===== config.mk =====
export PLATFORM = sky130hd
export DESIGN_NAME = acc_seq_flat
export DESIGN_NICKNAME = d
export VERILOG_FILES = /design/src/rtl/acc_seq_if.sv /design/src/rtl/acc_seq.sv /design/src/flat_wrapper.sv
export SDC_FILE = /design/constraint.sdc
export NUM_CORES = 1
export LEC_CHECK = 0
export BUFFER_PORTS_ARGS = -buffer_cell sky130_fd_sc_hd__buf_4
export CORE_MARGIN = 2
export CORE_UTILIZATION = 50
export DETAILED_ROUTE_END_ITERATION = 10
export MAX_ROUTING_LAYER = met4
export PLACE_DENSITY = 0.85
export SLEW_MARGIN = 20
export SYNTH_ARGS = -nofsm -noshare
export SYNTH_HDL_FRONTEND = slang
export SYNTH_SLANG_ARGS = --single-unit

===== constraint.sdc =====
create_clock -name clk -period 12.2 [get_ports clk]
set_input_delay 2.44 -clock clk [delete_from_list [all_inputs] [get_ports clk]]
set_output_delay 2.44 -clock clk [all_outputs]
set_load 0.05 [all_outputs]

===== src/rtl/acc_seq_if.sv =====
// Handshake and psum-memory bus for the accumulation sequencer.
// master = sequencer side, slave = memory/SFP/consumer side.
interface acc_seq_if #(
  parameter int psum_bw = 16,
  parameter int col     = 8
);
  logic                     start;
  logic                     busy;
  logic                     done;
  logic                     CEN_pmem;
  logic                     WEN_pmem;
  logic [10:0]              A_pmem;
  logic                     acc;
  logic                     acc_clr;
  logic [col*psum_bw-1:0]   sfp_out;
  logic [col*psum_bw-1:0]   out_data;
  logic                     out_valid;
  logic                     out_ready;

  modport master (
    input  start, sfp_out, out_ready,
    output busy, done, CEN_pmem, WEN_pmem, A_pmem, acc, acc_clr, out_data, out_valid
  );

  modport slave (
    output start, sfp_out, out_ready,
    input  busy, done, CEN_pmem, WEN_pmem, A_pmem, acc, acc_clr, out_data, out_valid
  );
endinterface


===== src/rtl/acc_seq.sv =====
// Accumulation sequencer: per output pixel, clears the SFP, reads len_kij psums,
// accumulates them, captures the SFP result and hands it off with valid/ready.
module acc_seq #(
  parameter int psum_bw  = 16,
  parameter int col      = 8,
  parameter int len_kij  = 9,
  parameter int len_onij = 16
) (
  input  logic       clk,
  input  logic       reset,
  acc_seq_if.master  bus
);
  localparam int KW = $clog2(len_kij) + 1;
  localparam int OW = $clog2(len_onij) + 1;
  localparam logic [KW-1:0] K_LAST = KW'(len_kij - 1);
  localparam logic [OW-1:0] O_LAST = OW'(len_onij - 1);
  localparam logic [10:0]   A_STEP = 11'(len_onij);

  typedef enum logic [2:0] {IDLE, CLR, READ, TAIL, SETTLE, OUT, DONE} state_t;

  logic [1:0]             r_rst_sync;
  logic                   w_rst_n;
  state_t                 r_state;
  logic [KW-1:0]          r_k;
  logic [OW-1:0]          r_o;
  logic [OW-1:0]          w_o_inc;
  logic [10:0]            r_addr_nxt;
  logic [10:0]            r_a_pmem;
  logic                   r_busy;
  logic                   r_done;
  logic                   r_cen;
  logic                   r_acc;
  logic                   r_acc_clr;
  logic                   r_out_valid;
  logic [col*psum_bw-1:0] r_out_data;

  // Assertion is immediate; release reaches the FSM only after two rising edges.
  always_ff @(posedge clk or negedge reset) begin
    if (!reset) r_rst_sync <= '0;
    else        r_rst_sync <= {r_rst_sync[0], 1'b1};
  end
  assign w_rst_n = r_rst_sync[1];

  assign w_o_inc = r_o + 1'b1;

  // Address is k*len_onij + o built incrementally: seeded with o on entry to CLR,
  // stepped by len_onij per read; 11-bit wrap equals the truncated product.
  always_ff @(posedge clk or negedge w_rst_n) begin
    if (!w_rst_n) begin
      r_state     <= IDLE;
      r_k         <= '0;
      r_o         <= '0;
      r_addr_nxt  <= '0;
      r_a_pmem    <= '0;
      r_busy      <= 1'b0;
      r_done      <= 1'b0;
      r_cen       <= 1'b1;
      r_acc       <= 1'b0;
      r_acc_clr   <= 1'b0;
      r_out_valid <= 1'b0;
      r_out_data  <= '0;
    end else begin
      r_done    <= 1'b0;
      r_cen     <= 1'b1;
      r_acc     <= 1'b0;
      r_acc_clr <= 1'b0;
      case (r_state)
        IDLE: begin
          if (bus.start) begin
            r_state    <= CLR;
            r_busy     <= 1'b1;
            r_acc_clr  <= 1'b1;
            r_addr_nxt <= 11'(r_o);
          end
        end
        CLR: begin
          r_state    <= READ;
          r_k        <= '0;
          r_cen      <= 1'b0;
          r_a_pmem   <= r_addr_nxt;
          r_addr_nxt <= r_addr_nxt + A_STEP;
        end
        READ: begin
          r_acc <= 1'b1;
          if (r_k == K_LAST) begin
            r_state <= TAIL;
          end else begin
            r_k        <= r_k + 1'b1;
            r_cen      <= 1'b0;
            r_a_pmem   <= r_addr_nxt;
            r_addr_nxt <= r_addr_nxt + A_STEP;
          end
        end
        TAIL: begin
          r_state <= SETTLE;
        end
        SETTLE: begin
          r_state     <= OUT;
          r_out_data  <= bus.sfp_out;
          r_out_valid <= 1'b1;
        end
        OUT: begin
          if (bus.out_ready) begin
            r_out_valid <= 1'b0;
            if (r_o < O_LAST) begin
              r_state    <= CLR;
              r_o        <= w_o_inc;
              r_acc_clr  <= 1'b1;
              r_addr_nxt <= 11'(w_o_inc);
            end else begin
              r_state <= DONE;
              r_done  <= 1'b1;
            end
          end
        end
        DONE: begin
          r_state <= IDLE;
          r_busy  <= 1'b0;
          r_o     <= '0;
        end
        default: r_state <= IDLE;
      endcase
    end
  end

  assign bus.busy      = r_busy;
  assign bus.done      = r_done;
  assign bus.CEN_pmem  = r_cen;
  assign bus.WEN_pmem  = 1'b1;
  assign bus.A_pmem    = r_a_pmem;
  assign bus.acc       = r_acc;
  assign bus.acc_clr   = r_acc_clr;
  assign bus.out_valid = r_out_valid;
  assign bus.out_data  = r_out_data;
endmodule


===== src/flat_wrapper.sv =====
// flat-port wrapper written by rule: the top's interface ports become plain ports
module acc_seq_flat 
#(
  parameter int psum_bw  = 16,
  parameter int col      = 8,
  parameter int len_kij  = 9,
  parameter int len_onij = 16
)
  (clk, reset, bus_start, bus_sfp_out, bus_out_ready, bus_busy, bus_done, bus_CEN_pmem, bus_WEN_pmem, bus_A_pmem, bus_acc, bus_acc_clr, bus_out_data, bus_out_valid);
  acc_seq_if #(.psum_bw(psum_bw), .col(col)) bus_i ();
  input  logic clk;
  input  logic reset;
  input wire logic [$bits(bus_i.start)-1:0] bus_start;
  input wire logic [$bits(bus_i.sfp_out)-1:0] bus_sfp_out;
  input wire logic [$bits(bus_i.out_ready)-1:0] bus_out_ready;
  output wire logic [$bits(bus_i.busy)-1:0] bus_busy;
  output wire logic [$bits(bus_i.done)-1:0] bus_done;
  output wire logic [$bits(bus_i.CEN_pmem)-1:0] bus_CEN_pmem;
  output wire logic [$bits(bus_i.WEN_pmem)-1:0] bus_WEN_pmem;
  output wire logic [$bits(bus_i.A_pmem)-1:0] bus_A_pmem;
  output wire logic [$bits(bus_i.acc)-1:0] bus_acc;
  output wire logic [$bits(bus_i.acc_clr)-1:0] bus_acc_clr;
  output wire logic [$bits(bus_i.out_data)-1:0] bus_out_data;
  output wire logic [$bits(bus_i.out_valid)-1:0] bus_out_valid;
  assign bus_i.start = bus_start;
  assign bus_i.sfp_out = bus_sfp_out;
  assign bus_i.out_ready = bus_out_ready;
  assign bus_busy = bus_i.busy;
  assign bus_done = bus_i.done;
  assign bus_CEN_pmem = bus_i.CEN_pmem;
  assign bus_WEN_pmem = bus_i.WEN_pmem;
  assign bus_A_pmem = bus_i.A_pmem;
  assign bus_acc = bus_i.acc;
  assign bus_acc_clr = bus_i.acc_clr;
  assign bus_out_data = bus_i.out_data;
  assign bus_out_valid = bus_i.out_valid;
  acc_seq #(.psum_bw(psum_bw), .col(col), .len_kij(len_kij), .len_onij(len_onij)) u_core (.clk(clk), .reset(reset), .bus(bus_i));
endmodule

==> results of run 1 <==
[path summary, 6_finish.rpt]
check	from	depth (start not counted)	to
min in group clk	u_core.r_rst_sync[0]	0	u_core.r_rst_sync[1]
setup reg to reg	u_core.r_state[2]	4	u_core.bus.out_data[80]
max in group asynchronous	reset	1	u_core.r_rst_sync[1]
setup / recovery	u_core.bus.CEN_pmem	1	bus_CEN_pmem
hold reg to reg	u_core.r_rst_sync[1]	0	u_core.bus.out_data[16]
hold / removal	u_core.r_rst_sync[1]	0	u_core.bus.out_data[16]
[state kept, by name, indices dropped and copies added (netlist names)]
name and flops:
u_core.bus.A_pmem 11, u_core.bus.CEN_pmem 1, u_core.bus.acc 1, u_core.bus.acc_clr 1, u_core.bus.busy 1, u_core.bus.done 1, u_core.bus.out_data 128, u_core.bus.out_valid 1
u_core.r_addr_nxt 11, u_core.r_k 5, u_core.r_o 5, u_core.r_rst_sync 2, u_core.r_state 3
[Yosys cell counts (2+ instances only)]
cell / instances / area, um2
nand2b_1: 6 / 37.54
nand4_1: 2 / 12.51
o21ai_0: 9 / 45.04
buf_2: 7 / 35.03
o22ai_1: 3 / 18.77
mux2i_1: 2 / 20.02
clkbuf_1: 3 / 11.26
mux2_2: 130 / 1464
buf_4: 15 / 112.6
nand2_1: 33 / 123.9
nand3b_1: 2 / 15.01
a31oi_1: 4 / 25.02
or3_1: 2 / 12.51
nor3_1: 5 / 25.02
dfrtp_1: 170 / 4254
nand3_1: 8 / 40.04
o211ai_1: 2 / 15.01
a21oi_1: 14 / 70.07
nor2_1: 20 / 75.07
inv_1: 7 / 26.28
xor2_1: 2 / 17.52
and3_1: 2 / 12.51
a41oi_1: 2 / 17.52
ha_1: 4 / 50.05
[layout make-up]
type | count | area [um2] | area share, %
Clock buffer | 21 | 470.5 | 4.867
Sequential cell | 171 | 4284 | 44.32
Antenna cell | 2 | 5.005 | 0.05178
Clock inverter | 11 | 166.4 | 1.722
Timing Repair Buffer | 280 | 2130 | 22.03
Multi-Input combinational cell | 277 | 2360 | 24.41
Tap cell | 176 | 220.2 | 2.278
Inverter | 8 | 30.03 | 0.3107
[per-layer routing]
metal  global-route usage [%]  part of all wire [%]
met1                    26.90                    37
met2                    39.29                    52
met3                    6.391                   7.7
met4                    11.85                   3.5
met5                        -                     0
[through the flow]
step	hold WS (ps)	cell area, um2	instances	util [%]	setup WS, ps
after detailed placement	345.7	8989	911	67.61	8615
after floorplan	331.2	6834	482	-	7084
final	251.0	9666	946	72.70	8643
after global routing	289.2	9666	946	72.70	8615
after global placement	338.4	8989	911	67.61	8681
after CTS	358.3	9625	943	72.40	8621
[cell families (layout without fill, tap and decap cells)]
group / after synthesis / count (layout) / synth area share, %
AO/OA/AOI/OAI: 46 / 46 / 4.653
XOR/XNOR: 2 / 2 / 0.2565
adder cells (fa/ha/maj): 4 / 4 / 0.7328
buffers and inverters: 34 / 320 / 2.931
flip-flops: 171 / 171 / 62.67
multiplexers: 132 / 132 / 21.73
other: 1 / 4 / 0.05490
AND/OR/NAND/NOR: 91 / 91 / 6.979
==> summary.md, run 1 <==
| Metric | Value |
|---|---|
| Starting Density | between 50% and 60% |
| Leading cell type in the layout, fill and taps excluded | buf_4 |
| Final setup violation count | 0 |
| Hold_buf cts | 0 |
| Final hold vios | 0 |
| Layout net count | roughly 890 |
| Synth warnings | 0 |
| Setup TNS | 0 ps |
| CP Capture Type | output port |
| CTS tree | done |
| Startpoint Class | flop |
| Buf/Inv on CP | 1 |
| First-pass GRT wire length | 25820 um |
| Worst Hold Class | flop to asynchronous set/reset pin |
| Sink Count | 171 |
| Vias | between 4000 and 5000 |
| Status | finished, final reports clean |
| Final slew viol count | 0 |
| Final wirelength | between 15000 and 20000 um |
| Synthesis-stage register bit count | roughly 170 |
| Main synth FF type | dfrtp_1 |
| Post-route antenna net violation count | 0 |
| Slew @ Worst Pin | 895.5 ps |
| CP top delay family | flip-flops |
| Setup CP Type | flop to output port |
| Area growth from synthesis to layout | 41.51% |
| Critical Path Fanout Max | 1 |
| Routed WL per cell | around 18 um |
| Critical Path AT | approximately 1100 ps |
| Post-CTS sizing | 0 |
| Post-detail-place hpwl | 12530 um |
| H-tree depth | 4 |
| Filler instances | 915 |
| Cell Area, Synth | 6830 um2 |
| First DRT Iteration DRCs | between 200 and 300 |
| Rows | 42 |
| Initial antenna violation count | 2 |
| Die area | approximately 15000 um2 |
| Port buffer count | 276 |
| I/O pin total | 278 |
| Netlist cell types | 51 |
| RSZ-0062 raised after global routing | no |
| Core box area | 13300 um2 |
| Largest net degree at the start of global routing | 100 |
| Max_slew headroom | 40.30% |
| Via-per-instance ratio | 5.160 |
| Die width | between 100 and 150 um |
| Minimum clock period | 3557 ps |
| Total GRT Usage | 23.84% |
| Post-CTS setup buffers | 0 |
| RD Place Congestion | between 0.8 and 0.9 |
| Setup Skew | 6.614 ps |
| Period utilisation layout | 29.15% |
| Clock Tree Root | clkbuf_16 |
| Most frequent cells in the layout | buf_4 (277), dfrtp_1 (169), mux2_2 (130) |
| Cells after Synth | 481 |
| Worst skew pair latency | 420 ps |
| CTS buffer count | 17 |
| Die height | 120.9 um |
| Synth async-reset ratio | 100.0% |
| Crit path cell chain | buf_4 |
| R2R setup slack | around 9700 ps |
| Reg clk slew, reported paths | 60 ps |
| Vias in the first global route | 4924 |
| Share of cells above drive strength 1 | 58.98% |
| Slowest library cell on the worst path | dfstp_2 |
| Slowest stage delay, CP | 520 ps |
| DR DRC count | 0 |
| GR Overflow Total | 0 |
| DRT Pass-1 Iters | 4 |
| Post-synth EDFFs | 0 |
| Max_cap viols | 0 |
| Register area share after synthesis | between 60% and 70% |
| Req. time, crit path | 9760 ps |
| Clock buffer depth | 2 |
| Synth Area per Inst | 14.20 um2 |
| F_max | around 280 MHz |
Power of run 1 is not shown: default switching activity piles up to over one toggle a cycle in this logic, so the estimate is an artifact.
==> run 2: changes to the inputs <==
- CORE_UTILIZATION: 50 -> 44
- PLACE_DENSITY: 0.85 -> 0.8
- clock period: 12.2 -> 3.14 ns (I/O delays scaled with it)
==> summary.md, run 2 (same netlist as run 1, synthesis figures left out) <==
| Metric | Value |
|---|---|
| Post-CTS setup buffers | 0 |
| Vias | 4889 |
| Vias in the first global route | 4975 |
| Rows | 45 |
| Die width | 128.6 um |
| Crit path cell chain | inv_1 > nor3_4 > buf_12 > mux2_2 |
| Max FFs per register | 128 |
| Ant diodes | 0 |
| RSZ-0062 raised after global routing | no |
| Via-per-instance ratio | around 5.1 |
| Final hold vios | 0 |
| Setup Skew | 7.400 ps |
| Initial antenna violation count | 0 |
| Worst skew pair latency | around 420 ps |
| Minimum clock period | 2384 ps |
| CP Capture Type | flop |
| Post-detail-place hpwl | 12500 um |
| I/O pin total | 278 |
| First DRT Iteration DRCs | 247 |
| Final wirelength | 16870 um |
| Reg clk slew, reported paths | 60 ps |
| Leading cell type in the layout, fill and taps excluded | buf_4 |
| Buf/Inv on CP | 2 |
| Critical Path Fanout Max | 129 |
| Share of cells above drive strength 1 | 58.39% |
| Starting Density | between 40% and 50% |
| DRT Pass-1 Iters | 4 |
| Final setup violation count | 0 |
| Slowest library cell on the worst path | dfrtp_1 |
| Area growth from synthesis to layout | 41.40% |
| Core box area | 15200 um2 |
| Startpoint Class | flop |
| Post-CTS sizing | 0 |
| Req. time, crit path | 3440 ps |
| CP top delay family | buffers and inverters |
| Slew @ Worst Pin | 702.1 ps |
| GR Overflow Total | 0 |
| Worst Hold Class | flop to asynchronous set/reset pin |
| Post-route antenna net violation count | 0 |
| First-pass GRT wire length | 25560 um |
| DR DRC count | 0 |
| Max_cap viols | 0 |
| Port buffer count | 276 |
| CTS tree | done |
| Die height | ~130 um |
| Non-Filler Instances | approximately 960 |
| Layout net count | ~900 |
| Period utilisation layout | between 70% and 80% |
| Post-layout util | 63.53% |
| Setup CP Type | flop to flop |
| Most frequent cells in the layout | buf_4 (278), dfrtp_1 (169), mux2_2 (130) |
| Total GRT Usage | 20.77% |
| F_max | 419.5 MHz |
| Slowest stage delay, CP | 650 ps |
| Max_slew headroom | 53.20% |
| Final slew viol count | 0 |
| CTS buffer count | 17 |
| Largest net degree at the start of global routing | 130 |
| Sink Count | 171 |
| H-tree depth | 4 |
| Setup TNS | 0 ps |
| Critical Path AT | about 2700 ps |
| Clock Tree Root | clkbuf_16 |
| Routed WL per cell | 17.62 um |
| RD Place Congestion | 0.8421 |
| Clock buffer depth | 2 |
| Placed Cells | 924 |
| Status | finished, final reports clean |
| Die area | approximately 17000 um2 |
## run 2: cell type report
cell class	count	area, um2
fill	1159	5544
sequential	171	4284
tap	188	235.2
clock inverter	10	167.7
multi-input combinational	277	2360
timing repair buffer	281	2137
clock buffer	22	444.2
inverter	8	30.03
## run 2: through the flow
stage	cell area, um2	setup WS (ps)	hold WS, ps
floorplan	6835	314.4	331.1
global placement	9036	937.5	305.7
detailed placement	9036	831.1	311.6
CTS	9658	812.8	317.9
global route	9658	608.8	357.2
finish	9658	756.0	304.3
## run 2: final timing paths
kind | startpoint | to | slack, ps | cells after the start
setup / recovery | u_core.r_state[2] | u_core.bus.out_data[36] | 760 | 4
hold / removal | u_core.r_rst_sync[1] | u_core.bus.out_data[33] | 300 | 0
setup reg to reg | u_core.r_state[2] | u_core.bus.out_data[36] | 760 | 4
hold reg to reg | u_core.r_rst_sync[1] | u_core.bus.out_data[33] | 300 | 0
max in group asynchronous | u_core.r_rst_sync[1] | u_core.bus.out_data[80] | 1970 | 1
min in group clk | u_core.r_rst_sync[0] | u_core.r_rst_sync[1] | 350 | 0
## run 2: per-layer routing
| layer | wire [um] | up-vias | share of wire (%) | global-route usage (%) |
|---|---|---|---|---|
| li1 | - | 2238 | - | - |
| met4 | 734 | 0 | 4.4 | 11.00 |
| met1 | 6576 | 2395 | 39 | 24.01 |
| met5 | 0 | - | 0 | - |
| met2 | 8485 | 204 | 50 | 33.73 |
| met3 | 1070 | 52 | 6.3 | 4.990 |
## run 2: repair_timing
| item | 4_1_cts | 5_1_grt |
|---|---|---|
| hold endpoints to repair | 2 | 0 |
| setup endpoints to repair | 0 | 0 |
| hold buffers | 1 | 0 |
Power of run 2 is left out for the same reason.
==> run 3: changes to the inputs <==
- clock period: 3.14 -> 2.07 ns (I/O delays scaled with it)
==> summary.md, run 3 (same netlist as run 1, synthesis figures left out) <==
| Metric | Value |
|---|---|
| Worst Hold End | u_core.bus.out_data[0] |
| Core box area | ~15000 um2 |
| Post-route antenna net violation count | 0 |
| RSZ-0062 raised after global routing | no |
| Die height | 128.6 um |
| Share of cells above drive strength 1 | around three fifths |
| Max_cap viols | 0 |
| GR Overflow Total | 0 |
| Filler instances | 1142 |
| Die width | 128.6 um |
| Critical Path AT | 2210 ps |
| I/O pin total | 278 |
| Starting Density | 44.93% |
| Largest net degree at the start of global routing | between 60 and 70 |
| CP Capture Type | flop |
| Critical hold path startpoint | bus_sfp_out[0] |
| Period utilisation layout | around 90% |
| Post-Place Cell Area | between 9000 and 10000 um2 |
| Final wirelength | 16750 um |
| Critical Path Fanout Max | 25 |
| Final setup violation count | 0 |
| Setup CP Type | flop to flop |
| DRT Pass-1 Iters | 5 |
| First DRT Iteration DRCs | 271 |
| First-pass GRT wire length | 25850 um |
| Post-place setup slack | 163.5 ps |
| H-tree depth | 4 |
| CTS buffer count | 17 |
| Max FFs per register | between 100 and 150 |
| Vias in the first global route | 5040 |
| R2r endpoint | u_core.bus.out_data[16] |
| Total GRT Usage | 20.88% |
| Via-per-instance ratio | 5.089 |
| Clock Tree Root | clkbuf_16 |
| Worst skew pair latency | 420 ps |
| Crit path launch | u_core.r_state[2] |
| Final slew viol count | 0 |
| Worst R2R Path Depth | 5 |
| Req. time, crit path | 2370 ps |
| Most frequent cells in the layout | buf_4 (289), dfrtp_1 (169), mux2_2 (130) |
| Worst Hold Class | input pin to flop |
| Minimum clock period | 1906 ps |
| Sink Count | about 170 |
| Post-layout worst setup margin | ~160 ps |
| Final instance area | just under 10000 um2 |
| Startpoint Class | flop |
| Vias | 4952 |
| R2R setup slack | approximately 160 ps |
| Post-detail-place hpwl | 12600 um |
| Reg clk slew, reported paths | 70 ps |
| CTS tree | done |
| Routed WL per cell | 17.21 um |
| Slew @ Worst Pin | 492.7 ps |
| Post-CTS sizing | 0 |
| Rows | 45 |
| Final hold vios | 0 |
| Layout net count | 907 |
| Status | finished, final reports clean |
| Worst hold path depth | 2 |
| Initial antenna violation count | 1 |
| RD Place Congestion | 0.9026 |
| Leading cell type in the layout, fill and taps excluded | buf_4 |
| Setup TNS | 0 ps |
| Port buffer count | 276 |
| RR Startpoint | u_core.r_state[2] |
| F_max | 524.8 MHz |
| DR DRC count | 0 |
| Setup Skew | just under 8 ps |
| Die area | around 17000 um2 |
| Max_slew headroom | 66.72% |
| Clock buffer depth | 2 |
| Area growth from synthesis to layout | 43.40% |
==> run 3: cell count changes in the layout (fill, tap and decap cells not counted), moves of 2 or more <==
cell / previous run / this run
clkbuf_1: 5 / 1
inv_6: 1 / 3
buf_12: 2 / 6
bufinv_16: 4 / 2
clkinv_2: 0 / 4
buf_4: 278 / 289
==> run 3: layout make-up <==
type / instances / area [um2] / area share, %
antenna: 1 / 2.502 / 0.02555
clock buffer: 19 / 442.9 / 4.522
clock inverter: 13 / 140.1 / 1.431
inverter: 8 / 30.03 / 0.3066
multi-input combinational: 277 / 2360 / 24.09
sequential: 171 / 4284 / 43.74
tap: 188 / 235.2 / 2.402
timing repair buffer: 296 / 2300 / 23.48
==> run 3: per-layer routing <==
metal	global-route usage (%)	share of wire, %
met4	8.120	2.3
met2	36.36	53
met3	5.489	6.3
met1	22.95	39
met5	-	0
==> run 3: worst max path at each step <==
stage          depth (start not counted)  slack (ps)                  endpoint
2_1_floorplan                          0         300      u_core.bus.A_pmem[0]
3_3_place_gp                           5         250  u_core.bus.out_data[107]
3_5_place_dp                           5         160   u_core.bus.out_data[16]
4_1_cts                                5         160   u_core.bus.out_data[16]
5_1_grt                                5          70             u_core.r_k[4]
6_report                               5         160   u_core.bus.out_data[16]
==> run 3: per-stage QoR <==
| stage | util, % | hold slack (ps) | cells |
|---|---|---|---|
| after floorplan | - | 118.4 | 482 |
| after detailed placement | 60.51 | 201.0 | 939 |
| after global placement | 60.51 | 197.0 | 939 |
| after CTS | 64.41 | 204.4 | 972 |
| final | 64.43 | 222.3 | 973 |
| after global routing | 64.43 | 198.0 | 973 |
==> run 3: what timing repair did <==
item                       CTS  global route
buffers inserted             0             0
setup endpoints to repair    0             0
hold endpoints to repair     2             0
hold buffers                 1             0
==> run 3: critical path: stages, from the launching register on <==
cell and delay (ps):
dfrtp_1 470, inv_1 200, nor3_4 250, buf_12 170
buf_4 320, mux2_2 390
Power of run 3 is left out for the same reason.
